[src/rtl/fetch_stage.sv]
// fetch_stage: IF stage owning the PC, the instruction-memory handshake and a one-entry stall buffer.
module fetch_stage #(
   parameter int WORD_SIZE = 16,
   parameter logic [WORD_SIZE-1:0] RESET_PC = '0
) (
   input  logic                 clk,
   input  logic                 reset_n,
   input  logic [WORD_SIZE-1:0] pred_next_PC,
   output logic [WORD_SIZE-1:0] fetch_PC,
   input  logic                 stall,
   input  logic                 flush,
   input  logic [WORD_SIZE-1:0] redirect_PC,
   output logic                 i_readM,
   output logic [WORD_SIZE-1:0] i_address,
   input  logic [WORD_SIZE-1:0] i_data,
   input  logic                 i_inputReady,
   output logic [WORD_SIZE-1:0] IFID_instr,
   output logic [WORD_SIZE-1:0] IFID_PC,
   output logic [WORD_SIZE-1:0] IFID_pred_PC,
   output logic                 IFID_valid,
   output logic [WORD_SIZE-1:0] num_fetch
);
   typedef enum logic [1:0] {FETCH, HOLD, DRAIN} state_t;
   state_t               state_q;
   logic [WORD_SIZE-1:0] pc_q, req_addr_q, buf_instr_q, buf_pc_q, buf_pred_q;
   logic [WORD_SIZE-1:0] ifid_instr_q, ifid_pc_q, ifid_pred_q, num_fetch_q;
   logic                 ifid_valid_q;
   assign fetch_PC     = pc_q;
   assign i_readM      = reset_n & (state_q != HOLD);
   assign i_address    = (state_q == DRAIN) ? req_addr_q : pc_q;
   assign IFID_instr   = ifid_instr_q;
   assign IFID_PC      = ifid_pc_q;
   assign IFID_pred_PC = ifid_pred_q;
   assign IFID_valid   = ifid_valid_q;
   assign num_fetch    = num_fetch_q;
   always_ff @(posedge clk or negedge reset_n) begin
      if (!reset_n) begin
         state_q      <= FETCH;
         pc_q         <= RESET_PC;
         req_addr_q   <= RESET_PC;
         buf_instr_q  <= '0;
         buf_pc_q     <= '0;
         buf_pred_q   <= '0;
         ifid_instr_q <= '0;
         ifid_pc_q    <= '0;
         ifid_pred_q  <= '0;
         ifid_valid_q <= 1'b0;
         num_fetch_q  <= '0;
      end else begin
         if (state_q == FETCH) req_addr_q <= pc_q;
         // Redirect beats stall and capture; an unfinished read must still complete in DRAIN.
         if (flush) begin
            pc_q         <= redirect_PC;
            ifid_valid_q <= 1'b0;
            state_q      <= (state_q != HOLD && !i_inputReady) ? DRAIN : FETCH;
         end else begin
            case (state_q)
               FETCH: begin
                  if (i_inputReady && stall) begin
                     buf_instr_q <= i_data;
                     buf_pc_q    <= pc_q;
                     buf_pred_q  <= pred_next_PC;
                     state_q     <= HOLD;
                  end else if (i_inputReady) begin
                     ifid_instr_q <= i_data;
                     ifid_pc_q    <= pc_q;
                     ifid_pred_q  <= pred_next_PC;
                     ifid_valid_q <= 1'b1;
                     pc_q         <= pred_next_PC;
                     num_fetch_q  <= num_fetch_q + WORD_SIZE'(1);
                  end else if (!stall) begin
                     ifid_valid_q <= 1'b0;
                  end
               end
               HOLD: begin
                  if (!stall) begin
                     ifid_instr_q <= buf_instr_q;
                     ifid_pc_q    <= buf_pc_q;
                     ifid_pred_q  <= buf_pred_q;
                     ifid_valid_q <= 1'b1;
                     pc_q         <= buf_pred_q;
                     num_fetch_q  <= num_fetch_q + WORD_SIZE'(1);
                     state_q      <= FETCH;
                  end
               end
               DRAIN: if (i_inputReady) state_q <= FETCH;
               default: state_q <= FETCH;
            endcase
         end
      end
   end
endmodule

[config.mk]
export PLATFORM = sky130hd
export DESIGN_NAME = fetch_stage
export DESIGN_NICKNAME = d
export VERILOG_FILES = /design/src/rtl/fetch_stage.sv
export SDC_FILE = /design/constraint.sdc
export NUM_CORES = 1
export LEC_CHECK = 0
export ABC_AREA = 1
export CORE_AREA = 2 2 125 127
export DETAILED_ROUTE_END_ITERATION = 6
export DIE_AREA = 0 0 127 129
export PLACE_DENSITY = 0.76
export SLEW_MARGIN = 25
export SYNTH_ARGS = -nofsm -noshare
export SYNTH_HDL_FRONTEND = slang
export SYNTH_SLANG_ARGS = --single-unit
[constraint.sdc]
create_clock -name clk -period 1.2 [get_ports clk]
set_input_delay 0.24 -clock clk [delete_from_list [all_inputs] [get_ports clk]]
set_output_delay 0.24 -clock clk [all_outputs]
set_load 0.01 [all_outputs]
; ---- Word-level counts from Yosys, hierarchy flattened
; Index checks and enable logic that the tools add are counted.
[totals]
inputBits = 53
wordCells = 67
output_inout_bits = 98
register_bits = 147
[classes]
n_reduce_logical = 11
bitwise = 2
n_eq_ne = 12
muxes = 30
add_sub_neg = 1
[ops]
columns = operator, n
row1 = 2-to-1 mux 16 bit, 14
row2 = case mux 16 bit (2 select lines), 4
row3 = "adder 16 x 1 -> 16 bit, second input constant", 1
row4 = "inequality test 3 bit, second input constant", 4
row5 = 2-to-1 mux 2 bit, 5
row6 = AND reduction 4 bit, 2
row7 = "inequality test 2 bit, second input constant", 3
row8 = case mux 2 bit (3 select lines), 1
row9 = AND reduction 3 bit, 2
row10 = 2-to-1 mux 1 bit, 5
row11 = AND reduction 5 bit, 1
row12 = "inequality test 4 bit, second input constant", 1
row13 = "inequality test 3 x 2 -> 1 bit, second input constant", 1
row14 = nonzero test 3 bit, 1
row15 = "== test 2 x 1 -> 1 bit, second input constant", 1
row16 = "== test 2 bit, second input constant", 1
row17 = logical AND 1 bit, 2
row18 = logical NOT 2 bit, 1
row19 = "inequality test 2 x 1 -> 1 bit, second input constant", 1
row20 = case mux 1 bit (2 select lines), 1
row21 = nonzero test 2 bit, 1
row22 = AND 1 bit, 1
row23 = logical NOT 1 bit, 1
row24 = inverter 1 bit, 1

; ---- Depth between registers and ports, before layout
; Gate-level depths: netlist of the first run.
[logic_depth]
ltp_word = 5
ltp_mapped = 9
depth_no_buf = 9

; ---- Worst setup path before layout of the first run
; OpenSTA, ideal clock, no wires.
[synth_timing]
path_type = register to register
start = register num_fetch_q[0] (netlist: num_fetch[0])
end = register num_fetch_q[8] (netlist: num_fetch[8])
synth_period_minus_slack_ps = 1340
setup_ps = 121
path_stages_with_launch = 8
required_time_ps = 1079
arrival_ps = 1218
path_buffers = 0
slack_ps = -140
path_cell_list = dfrtp_1 -> ha_1 -> nand2_1 -> inv_1 -> nand2_1 -> nor2_1 -> nand2_1 -> xor2_1
[synth_via]
elab_chain_len = 4
elab_cells_between_ends = 5
classes_between = 1 x add/sub / 4 x mux
[synth_lines]
columns = item, line_no
row1 = "start, declared", 26  ; logic [WORD_SIZE-1:0] ifid_instr_q, ifid_pc_q, ifid_pred_q, num_fetch_q;
row2 = "start signal, assigned", 70  ; num_fetch_q <= num_fetch_q + WORD_SIZE'(1);
row3 = "start signal, assigned", 82  ; num_fetch_q <= num_fetch_q + WORD_SIZE'(1);
row4 = adder 16 x 1 -> 16 bit *, "70, 82"
row5 = 2-to-1 mux 16 bit, 64  ; end else if (i_inputReady) begin
row6 = 2-to-1 mux 16 bit, 59  ; if (i_inputReady && stall) begin
row7 = case mux 16 bit (2 select lines) *, 57  ; case (state_q)
; Every way passes the cells marked *; elsewhere a longest branch is shown, timed or not. The select of a mux whose other input is x is not followed.
; A chain may end at the register's enable or synchronous reset.

; ---- Worst setup path after layout of the first run
[layout_timing]
start = register state_q[1]
end = register pc_q[5] (netlist: fetch_PC[5])
[layout_via]
elab_chain_len = 3
elab_cells_between_ends = 9
classes_between = 4 x eq/ne / 2 x mux / 3 x reduce/logical
[layout_lines]
columns = item, line_no
row1 = "start, declared", 24  ; state_t state_q;
row2 = "start signal, assigned", 55  ; state_q <= (state_q != HOLD && !i_inputReady) ? DRAIN : FETCH;
row3 = == test 2 x 1 -> 1 bit or logical NOT 2 bit (tied branches), 57
row4 = inequality test 3 bit (no source line) (tied with other cells), --
row5 = AND reduction 4 bit (no source line) or 2-to-1 mux 16 bit (tied branches), --
row6 = "end signal, assigned", 53  ; pc_q <= redirect_PC;
row7 = "end signal, assigned", 69  ; pc_q <= pred_next_PC;
row8 = "end signal, assigned", 81  ; pc_q <= buf_pred_q;
row9 = "end, declared", 25  ; logic [WORD_SIZE-1:0] pc_q, req_addr_q, buf_instr_q, buf_pc_q, buf_pred_q;
; Parallel ways exist; a longest one is shown, timed or not.

==> results of run 1 <==
[per-stage QoR]
step	instance area (um^2)	instances
detailed placement	9040	1219
global placement	9040	1219
finish	12200	1368
CTS	11200	1324
global route	12200	1368
floorplan	6840	834
[state kept, by name, indices dropped and copies added, names as in the netlist]
| name | count |
|---|---|
| state_q | 2 |
| IFID_valid | 1 |
| buf_pc_q | 16 |
| req_addr_q | 16 |
| buf_instr_q | 16 |
| IFID_instr | 16 |
| num_fetch | 16 |
| IFID_pred_PC | 16 |
| fetch_PC | 16 |
| buf_pred_q | 16 |
| IFID_PC | 16 |
[what timing repair did]
action / 4_1_cts / 5_1_grt
gates cloned: 28 / 7
pin swaps: 49 / 39
gates resized for setup: 732 / 192
buffers inserted: 52 / 52
setup endpoints to repair: 245 / 244
[cell usage in the layout, fill, tap and decap left out, types with 2 or more instances in the layout]
cell,synthesis,final
nor2_2,1,10
nor2_1,50,15
clkinvlp_4,0,2
nor2_4,2,28
a21oi_1,33,12
nand3_4,2,3
buf_12,1,16
buf_6,8,71
clkbuf_16,0,21
clkdlybuf4s50_1,0,51
dfrtp_2,0,4
o21ai_2,0,42
xor2_1,8,8
clkbuf_8,0,3
nand2_8,0,4
buf_4,6,127
inv_8,0,2
o21ai_0,120,34
inv_6,0,3
inv_2,3,2
clkbuf_1,12,5
nand4_1,4,4
o21ai_1,6,48
nand3_1,11,10
nand2_2,11,110
a21oi_2,0,14
dfrtp_1,147,143
inv_1,71,67
bufbuf_16,0,3
buf_2,15,59
nand2_4,2,31
nand2_1,312,181
buf_16,0,23
a21oi_4,0,7
o21ai_4,0,2
buf_8,0,4
clkinv_2,0,3
[area by class of cell]
type                            count  area (um^2)  area share [%]
Clock buffer                       25          485            3.99
Sequential cell                   147         3680            30.3
Tap cell                          188          235            1.94
Timing Repair inverter              1         8.76          0.0721
Timing Repair Buffer              358         3770            31.0
Clock inverter                      5         30.0           0.247
Inverter                           75          332            2.73
Multi-Input combinational cell    569         3610            29.7
[worst paths after layout]
path | depth (start not counted) | end | from | slack, ns
min | 3 | num_fetch[0] | reset_n | -0.03
max in group asynchronous | 3 | req_addr_q[10] | reset_n | 0.75
min in group clk | 3 | buf_instr_q[0] | i_data[0] | 0.40
max reg2reg | 11 | fetch_PC[5] | state_q[1] | -0.69
min reg2reg | 2 | buf_pc_q[15] | buf_pc_q[15] | 0.49
max | 11 | fetch_PC[5] | state_q[1] | -0.69
[tightest hold or removal path, cell delays in order]
cell and delay [ns]:
buf_6 0.07, buf_4 0.11, buf_12 0.42
[metal layers]
metal  global-route usage (%)  part of all wire (%)  vias up
met2                     50.8                    48      567
met4                     12.8                   6.4        0
met1                     38.8                    37     3736
met5                        0                     0        -
li1                         -                     -     3308
met3                     7.19                   8.5      183
[power breakdown]
group	internal, W	switching, W	total (W)
registers	0.00605	0.000871	0.00692
clock network	0.00278	0.00213	0.00490
logic	0.00358	0.00360	0.00718
[logic make-up (layout without fill, tap and decap cells)]
group,after synthesis,count (layout),share of synthesized area (%)
xor+xnor,10,10,1.29
compound gates,160,160,11.9
flops,147,147,54.4
simple gates,397,398,23.9
buf+inv,119,464,8.40
fa+ha+maj,1,1,0.185
==> results.json, run 1 <==
{
  "fin_setup_tns_ns": -78.65,
  "clk_pin_slew_worst_paths_ns": 0.06,
  "async_flop_share_pct": 100,
  "netlist.area_leader.share_pct": 54.4,
  "synth_nets": 888,
  "n_antenna_cell": 0,
  "power_w": 0.0190,
  "worst_slew_margin_rel_pct": 58.8,
  "h-tree-depth": 4,
  "layout.nets": 1223,
  "die_h_um": 129,
  "grt_pass1_wl_mm": 38.3,
  "violations": "negative hold slack, negative setup slack",
  "min_path_type": "input port to asynchronous set/reset pin",
  "ys_seq_area_share_pct": 54.4,
  "std_cell_rows": 45,
  "synth_edf_count": 0,
  "worstMarginPinSlew_ns": 0.617,
  "track_usage_pct": 30.6,
  "wl_mm": 29.9,
  "dp_slack_ns": -0.540,
  "dp.final_hpwl_mm": 11.9,
  "rsz0062_at_grt": "yes",
  "syn_to_final_growth_pct": 79.7,
  "first_global_vias": 7148,
  "finalCriticalPeriod_ns": 1.89,
  "finalWeightedCongestion": 0.904,
  "cpPeakStageDelay_ns": 0.46,
  "ctsHoldBuffers": 0,
  "run_status": "complete, but fails checks",
  "dieArea_mm2": 0.0164,
  "drtPass1Iterations": 5,
  "crit_arrival_ns": 2.19,
  "yosys_warnings": 0,
  "crit_buf_inv": 5,
  "start_util_pct": 45.2,
  "worstSetupPathType": "flip-flop to flip-flop",
  "avgSynthCellArea_um2": 8.11,
  "clockRootBuffer": "clkbuf_16",
  "setup_viol": 212,
  "crit_path_start_kind": "flip-flop",
  "antenna_found_initial": 0,
  "grt_overflow": 0,
  "cp_cell_sequence": "buf_6 > inv_8 > buf_6 > nand2_4 > nor2_4 > buf_12 > nand2_8 > nand3_4 > clkinv_8 > nand2_1 > nand2_1",
  "peakVddDrop_v": 0.00102,
  "io_pins": 151,
  "via_per_inst": 5.70,
  "path_max_fanout": 8,
  "yosysTopAreaCell": "dfrtp_1",
  "end_kind": "flip-flop",
  "worstPathRequired_ns": 1.50,
  "final_hold_viol_count": 22,
  "fp.dieW_um": 127,
  "synth_common_cells": "312 x nand2_1, 147 x dfrtp_1, 120 x o21ai_0, 71 x inv_1, 50 x nor2_1",
  "fill_cells": 784,
  "synth-seq-cells": 147,
  "p_leak_nw": 6.17,
  "cap_violations": 0,
  "cts_tree": "yes",
  "num_vias": 7794,
  "cp_top_family": "simple AND/OR/NAND/NOR gates",
  "finClkSkew_ns": 0.0137,
  "drive_above_1_share_pct": 50.8,
  "ys_types": 29,
  "grt_max_degree": 103,
  "wl_per_cell_um": 21.9,
  "post-synth-top-count-cell": "nand2_1",
  "synth_cells": 834,
  "yosys_most_used_dff": "dfrtp_1",
  "ant_nets": 0,
  "whs_ns": -0.0332,
  "core_mm2": 0.0150,
  "clk_latency_ns": 0.43,
  "drtIter0Drc": 860,
  "cts_made_buffers": 17,
  "cts_sinks": 147,
  "crit_slowest_cell": "dfrtp_2",
  "slew_violations": 0,
  "setup_ws_ns": -0.693,
  "drc": 0,
  "clockBufferDepth": 2,
  "synth_area_leaders": "dfrtp_1 54%, nand2_1 17%, o21ai_0 8.9%",
  "fmax_mhz": 528,
  "power.density_mw_per_mm2": 1560,
  "final_util_pct": 81.2,
  "finalCritPeriodShare_pct": 158,
  "numPortBuffers": 150,
  "syn_area_mm2": 0.00676
}
Power figures use the tool's default switching activity.
==> run 2, diff against run 1 <==
- PLACE_DENSITY: 0.76 -> 0.79
==> results.json, run 2 (synthesized netlist as in run 1, its figures left out) <==
{
  "drtPass1Iterations": 5,
  "run_status": "complete, but fails checks",
  "finalCritPeriodShare_pct": 143,
  "worstMarginPinSlew_ns": 0.710,
  "power.density_mw_per_mm2": 1730,
  "clk_pin_slew_worst_paths_ns": 0.06,
  "wl_mm": 21.8,
  "min_path_type": "input port to asynchronous set/reset pin",
  "dp.cells": 1211,
  "clk_latency_ns": 0.43,
  "std_cell_rows": 45,
  "dieArea_mm2": 0.0164,
  "grt_overflow": 0,
  "crit_buf_inv": 5,
  "end_kind": "flip-flop",
  "cp_top_family": "simple AND/OR/NAND/NOR gates",
  "finClkSkew_ns": 0.00576,
  "die_h_um": 129,
  "final_cell_mix": "305 x nand2_1, 144 x dfrtp_1, 96 x buf_4",
  "slew_violations": 0,
  "setup_ws_ns": -0.514,
  "track_usage_pct": 25.8,
  "numPortBuffers": 150,
  "cp_cell_sequence": "buf_4 > inv_2 > buf_4 > nand2_4 > nor2_4 > buf_4 > nand2_1 > nand3_4 > inv_8 > nand2_1 > nand2_1",
  "worstPathRequired_ns": 1.51,
  "start_util_pct": 45.2,
  "dp.final_hpwl_mm": 12.0,
  "cts_sinks": 147,
  "dp_slack_ns": -0.545,
  "drtIter0Drc": 516,
  "final_hold_viol_count": 25,
  "crit_path_start_kind": "flip-flop",
  "worstSetupPathType": "flip-flop to flip-flop",
  "clockRootBuffer": "clkbuf_16",
  "cap_violations": 0,
  "first_global_vias": 6479,
  "fmax_mhz": 583,
  "whs_ns": -0.175,
  "finalWeightedCongestion": 0.870,
  "path_max_fanout": 16,
  "ant_nets": 0,
  "setup_viol": 196,
  "h-tree-depth": 4,
  "finalCriticalPeriod_ns": 1.71,
  "drive_above_1_share_pct": 32.7,
  "io_pins": 151,
  "syn_to_final_growth_pct": 55.4,
  "cpPeakStageDelay_ns": 0.41,
  "violations": "negative hold slack, negative setup slack",
  "rsz0062_at_grt": "yes",
  "drc": 0,
  "grt_pass1_wl_mm": 33.0,
  "core_mm2": 0.0150,
  "antenna_found_initial": 0,
  "fin_area_mm2": 0.0105,
  "stdcell_count": 1308,
  "peakVddDrop_v": 0.00110,
  "p_leak_nw": 5.51,
  "num_vias": 6735,
  "via_per_inst": 5.15,
  "fp.dieW_um": 127,
  "grt_max_degree": 123,
  "final_util_pct": 70.2,
  "clockBufferDepth": 2,
  "layout.nets": 1161,
  "crit_arrival_ns": 2.02,
  "post_dp_cell_area_mm2": 0.00898,
  "wl_per_cell_um": 16.7,
  "n_antenna_cell": 0,
  "cts_made_buffers": 17,
  "crit_slowest_cell": "dfrtp_1",
  "cts_tree": "yes",
  "final_common_cell": "nand2_1",
  "worst_slew_margin_rel_pct": 52.7
}
run 2: cell types whose count changed in the layout (fill, tap and decap cells not counted), moves of 20 or more:
cell | previous run | this run
o21ai_2 | 42 | 12
nand2_1 | 181 | 305
nor2_4 | 28 | 8
o21ai_0 | 34 | 57
nand2_4 | 31 | 3
buf_4 | 127 | 96
nand2_2 | 110 | 16
run 2: final cells by class:
cell class | instances | area (um^2)
clock buffers | 20 | 467
clock inverters | 12 | 224
fillers | 1096 | 4460
inverters | 75 | 297
multi-input cells | 569 | 2790
flip-flops and latches | 147 | 3680
well taps | 188 | 235
repair buffers | 297 | 2820
run 2: worst reg2reg max path, stage by stage, from the launching register on:
cell and delay, ns:
dfrtp_1 0.41, buf_4 0.16, inv_2 0.06, buf_4 0.11
nand2_4 0.07, nor2_4 0.19, buf_4 0.15, nand2_1 0.07
nand3_4 0.13, inv_8 0.09, nand2_1 0.10, nand2_1 0.07
run 2: per-layer routing:
metal	wire, um	global-route usage (%)	up-vias
met4	803	9.70	0
met2	10700	44.4	325
met3	1540	5.65	70
met5	0	0	-
met1	8750	32.2	3176
li1	-	-	3164
run 2: what timing repair did:
item,CTS,global route
setup endpoints to repair,244,236
cloned,11,6
gates resized for setup,491,88
setup buffers,42,9
pin swaps,3,14
hold endpoints to repair,25,25
run 2: metrics by stage:
step / setup TNS (ns) / power (W)
after global routing: -69.91 / 0.0191
after global placement: -68.26 / 0.0112
after CTS: -57.36 / 0.0179
after detailed placement: -73.71 / 0.0114
final: -58.43 / 0.0182
after floorplan: -1.06 / 0.00867
run 2: path summary, 6_finish.rpt:
path | cells after the start | end | slack (ns) | from
min in group clk | 3 | buf_instr_q[0] | 0.38 | i_data[0]
max in group asynchronous | 3 | buf_instr_q[4] | 0.37 | reset_n
min reg2reg | 2 | buf_instr_q[8] | 0.48 | buf_instr_q[8]
max reg2reg | 11 | fetch_PC[5] | -0.51 | state_q[1]
min | 2 | IFID_pred_PC[0] | -0.18 | reset_n
max | 11 | fetch_PC[5] | -0.51 | state_q[1]
run 2: power by group:
| part | internal [W] | total [W] | leakage (nW) | switching [W] |
|---|---|---|---|---|
| Sequential | 0.00604 | 0.00670 | 1.80 | 0.000656 |
| Combinational | 0.00262 | 0.00528 | 3.37 | 0.00265 |
| Clock | 0.00408 | 0.00621 | 0.337 | 0.00214 |
==> run 3, diff against run 2 <==
- ABC_AREA: 1 -> not set
- CORE_AREA: 2 2 125 127 -> 2 2 123 125
- DIE_AREA: 0 0 127 129 -> 0 0 125 127
- MAX_ROUTING_LAYER: not set -> met4
- PLACE_DENSITY: 0.79 -> 0.86
==> results.json, run 3 <==
{
  "drc": 0,
  "grt_pass1_wl_mm": 33.5,
  "worstSetupPathType": "flip-flop to primary output",
  "clk_latency_ns": 0.43,
  "finClkSkew_ns": 0.00710,
  "h-tree-depth": 4,
  "finalCriticalPeriod_ns": 1.90,
  "synth_cells": 505,
  "end_kind": "primary output",
  "finalWeightedCongestion": 0.830,
  "dp_slack_ns": -0.690,
  "clk_pin_slew_worst_paths_ns": 0.06,
  "cpPeakStageDelay_ns": 0.38,
  "p_leak_nw": 5.23,
  "worstPathRequired_ns": 0.96,
  "syn_to_final_growth_pct": 80.1,
  "crit_slowest_cell": "dfrtp_1",
  "synth_common_cells": "147 x dfrtp_1, 87 x mux2_2, 63 x nor2_1, 48 x mux2i_1, 45 x a21oi_1",
  "cp_cell_sequence": "inv_2 > nor2_4 > buf_12 > mux2_4 > buf_6",
  "switching_share_pct": 31.0,
  "cts_tree": "yes",
  "setup_ws_ns": -0.703,
  "synth-seq-cells": 147,
  "ys_types": 33,
  "clockRootBuffer": "clkbuf_16",
  "worstMarginPinSlew_ns": 0.867,
  "numPortBuffers": 150,
  "n_antenna_cell": 0,
  "num_vias": 5787,
  "final_hold_viol_count": 0,
  "power_frac_seq_pct": 38.2,
  "std_cell_rows": 44,
  "whs_ns": 0.135,
  "p_clk_share_pct": 27.7,
  "track_usage_pct": 28.3,
  "netlist.area_leader.share_pct": 57.7,
  "power_frac_comb_pct": 34.1,
  "yosys_warnings": 0,
  "path_max_fanout": 8,
  "avgSynthCellArea_um2": 12.6,
  "final_cell_mix": "144 x dfrtp_1, 127 x buf_4, 103 x buf_6",
  "cap_violations": 0,
  "dp.final_hpwl_mm": 11.6,
  "core_mm2": 0.0144,
  "drive_above_1_share_pct": 64.0,
  "violations": "negative setup slack",
  "layout.nets": 910,
  "r2r_start": "state_q[0]",
  "fmax_mhz": 526,
  "cts_sinks": 147,
  "io_pins": 151,
  "p_int_w": 0.0125,
  "async_flop_share_pct": 100,
  "run_status": "complete, but fails checks",
  "synth_nets": 559,
  "worst_slew_margin_rel_pct": 42.2,
  "r2r_cells": 7,
  "rsz0062_at_grt": "yes",
  "start_util_pct": 44.2,
  "grt_overflow": 0,
  "r2r-end": "fetch_PC[7]",
  "post-synth-top-count-cell": "dfrtp_1",
  "drtPass1Iterations": 4,
  "crit_arrival_ns": 1.66,
  "setup_viol": 211,
  "yosysTopAreaCell": "dfrtp_1",
  "slew_violations": 0,
  "switching_power_w": 0.00561,
  "dieArea_mm2": 0.0159,
  "grt_max_degree": 81,
  "via_per_inst": 5.50,
  "power_w": 0.0181,
  "regToRegSetupSlack_ns": -0.63,
  "finalCritPeriodShare_pct": 159,
  "fp.dieW_um": 125,
  "min_path_type": "input port to asynchronous set/reset pin",
  "die_h_um": 127,
  "first_global_vias": 6121,
  "final_common_cell": "dfrtp_1",
  "yosys_most_used_dff": "dfrtp_1",
  "fin_setup_tns_ns": -83.52,
  "cts_made_buffers": 17,
  "wl_mm": 23.9,
  "synth_area_leaders": "dfrtp_1 58%, mux2_2 15%, mux2i_1 7.5%",
  "ant_nets": 0,
  "antenna_found_initial": 0,
  "wl_per_cell_um": 22.7,
  "syn_area_mm2": 0.00638,
  "crit_path_start_kind": "flip-flop",
  "ys_seq_area_share_pct": 57.7,
  "power.density_mw_per_mm2": 1580,
  "synth_edf_count": 0,
  "peakVddDrop_v": 0.00110,
  "drtIter0Drc": 372,
  "clockBufferDepth": 2
}
[run 3: cell types whose count changed after synthesis, moves of 7 or more]
cell / before / now
a21o_1: 0 / 13
xnor2_1: 2 / 11
nand2_1: 312 / 7
nor2_1: 50 / 63
buf_6: 8 / 0
a211oi_1: 0 / 13
mux2_2: 0 / 87
mux2i_1: 0 / 48
clkbuf_1: 12 / 5
inv_1: 71 / 4
nand2_2: 11 / 0
a21oi_1: 33 / 45
o21ai_0: 120 / 3
[run 3: worst max-delay path by stage]
stage / startpoint / end / slack, ns / depth (start not counted)
6_report: state_q[1] / i_address[13] / -0.70 / 5
3_3_place_gp: stall / IFID_instr[5] / -0.62 / 7
3_5_place_dp: stall / IFID_instr[4] / -0.69 / 7
4_1_cts: state_q[1] / i_address[13] / -0.76 / 6
2_1_floorplan: state_q[1] / IFID_pred_PC[0] / -0.37 / 4
5_1_grt: state_q[0] / i_address[13] / -0.74 / 4
[run 3: cell families (layout without fill, tap and decap cells)]
| kind of cell | Yosys count | after routing | share of synthesized area, % |
|---|---|---|---|
| buffers and inverters | 34 | 398 | 2.73 |
| AOI/OAI and AO/OA | 77 | 77 | 7.28 |
| adders and majority gates | 2 | 2 | 0.353 |
| DFF | 147 | 147 | 57.7 |
| xor gates and xnor gates | 15 | 15 | 2.06 |
| muxes | 135 | 135 | 22.9 |
| and+or+nand+nor | 95 | 95 | 7.02 |
[run 3: layout make-up]
| class | instances | area [um^2] |
|---|---|---|
| multi-input combinational | 324 | 3400 |
| fill | 760 | 2930 |
| sequential | 147 | 3680 |
| clock buffer | 18 | 429 |
| inverter | 4 | 15.0 |
| timing repair buffer | 362 | 3610 |
| tap | 184 | 230 |
| clock inverter | 14 | 116 |
[run 3: routing by layer]
metal / vias up / wire length (um) / share of wire [%] / GRT usage [%]
met5: - / 0 / 0 / -
met4: 0 / 843 / 3.5 / 11.0
met3: 69 / 1050 / 4.4 / 6.16
met2: 218 / 13100 / 55 / 49.7
met1: 2993 / 8870 / 37 / 31.7
li1: 2507 / - / - / -
[run 3: repair_timing]
| action | 4_1_cts | 5_1_grt |
|---|---|---|
| cloned | 17 | 1 |
| pin swaps | 22 | 18 |
| endpoints found under the hold margin | 80 | 0 |
| buffers inserted | 73 | 50 |
| resized for setup | 584 | 152 |
| setup endpoints to repair | 244 | 238 |
| hold buffers | 1 | 0 |
[run 3: per-stage QoR]
step / cell area, um^2 / utilization [%] / instances
global route: 11500 / 79.7 / 1053
CTS: 10800 / 75.1 / 1025
finish: 11500 / 79.7 / 1053
detailed placement: 8910 / 61.8 / 905
global placement: 8910 / 61.8 / 905
floorplan: 6560 / - / 505
[run 3: worst max-delay path, delay by kind of cell (launching register included)]
kind	cells	cell delay, ns
buf+inv	3	0.38
mux	1	0.32
simple gates	1	0.15
flops	1	0.38
[run 3: power by group through the flow]
stage,sequential [W],combinational [W],clock (W)
after floorplan,0.00695,0.00164,0
after global placement,0.00672,0.00418,0
after detailed placement,0.00680,0.00435,0
after CTS,0.00674,0.00512,0.00497
after global routing,0.00701,0.00651,0.00526
final,0.00692,0.00617,0.00501
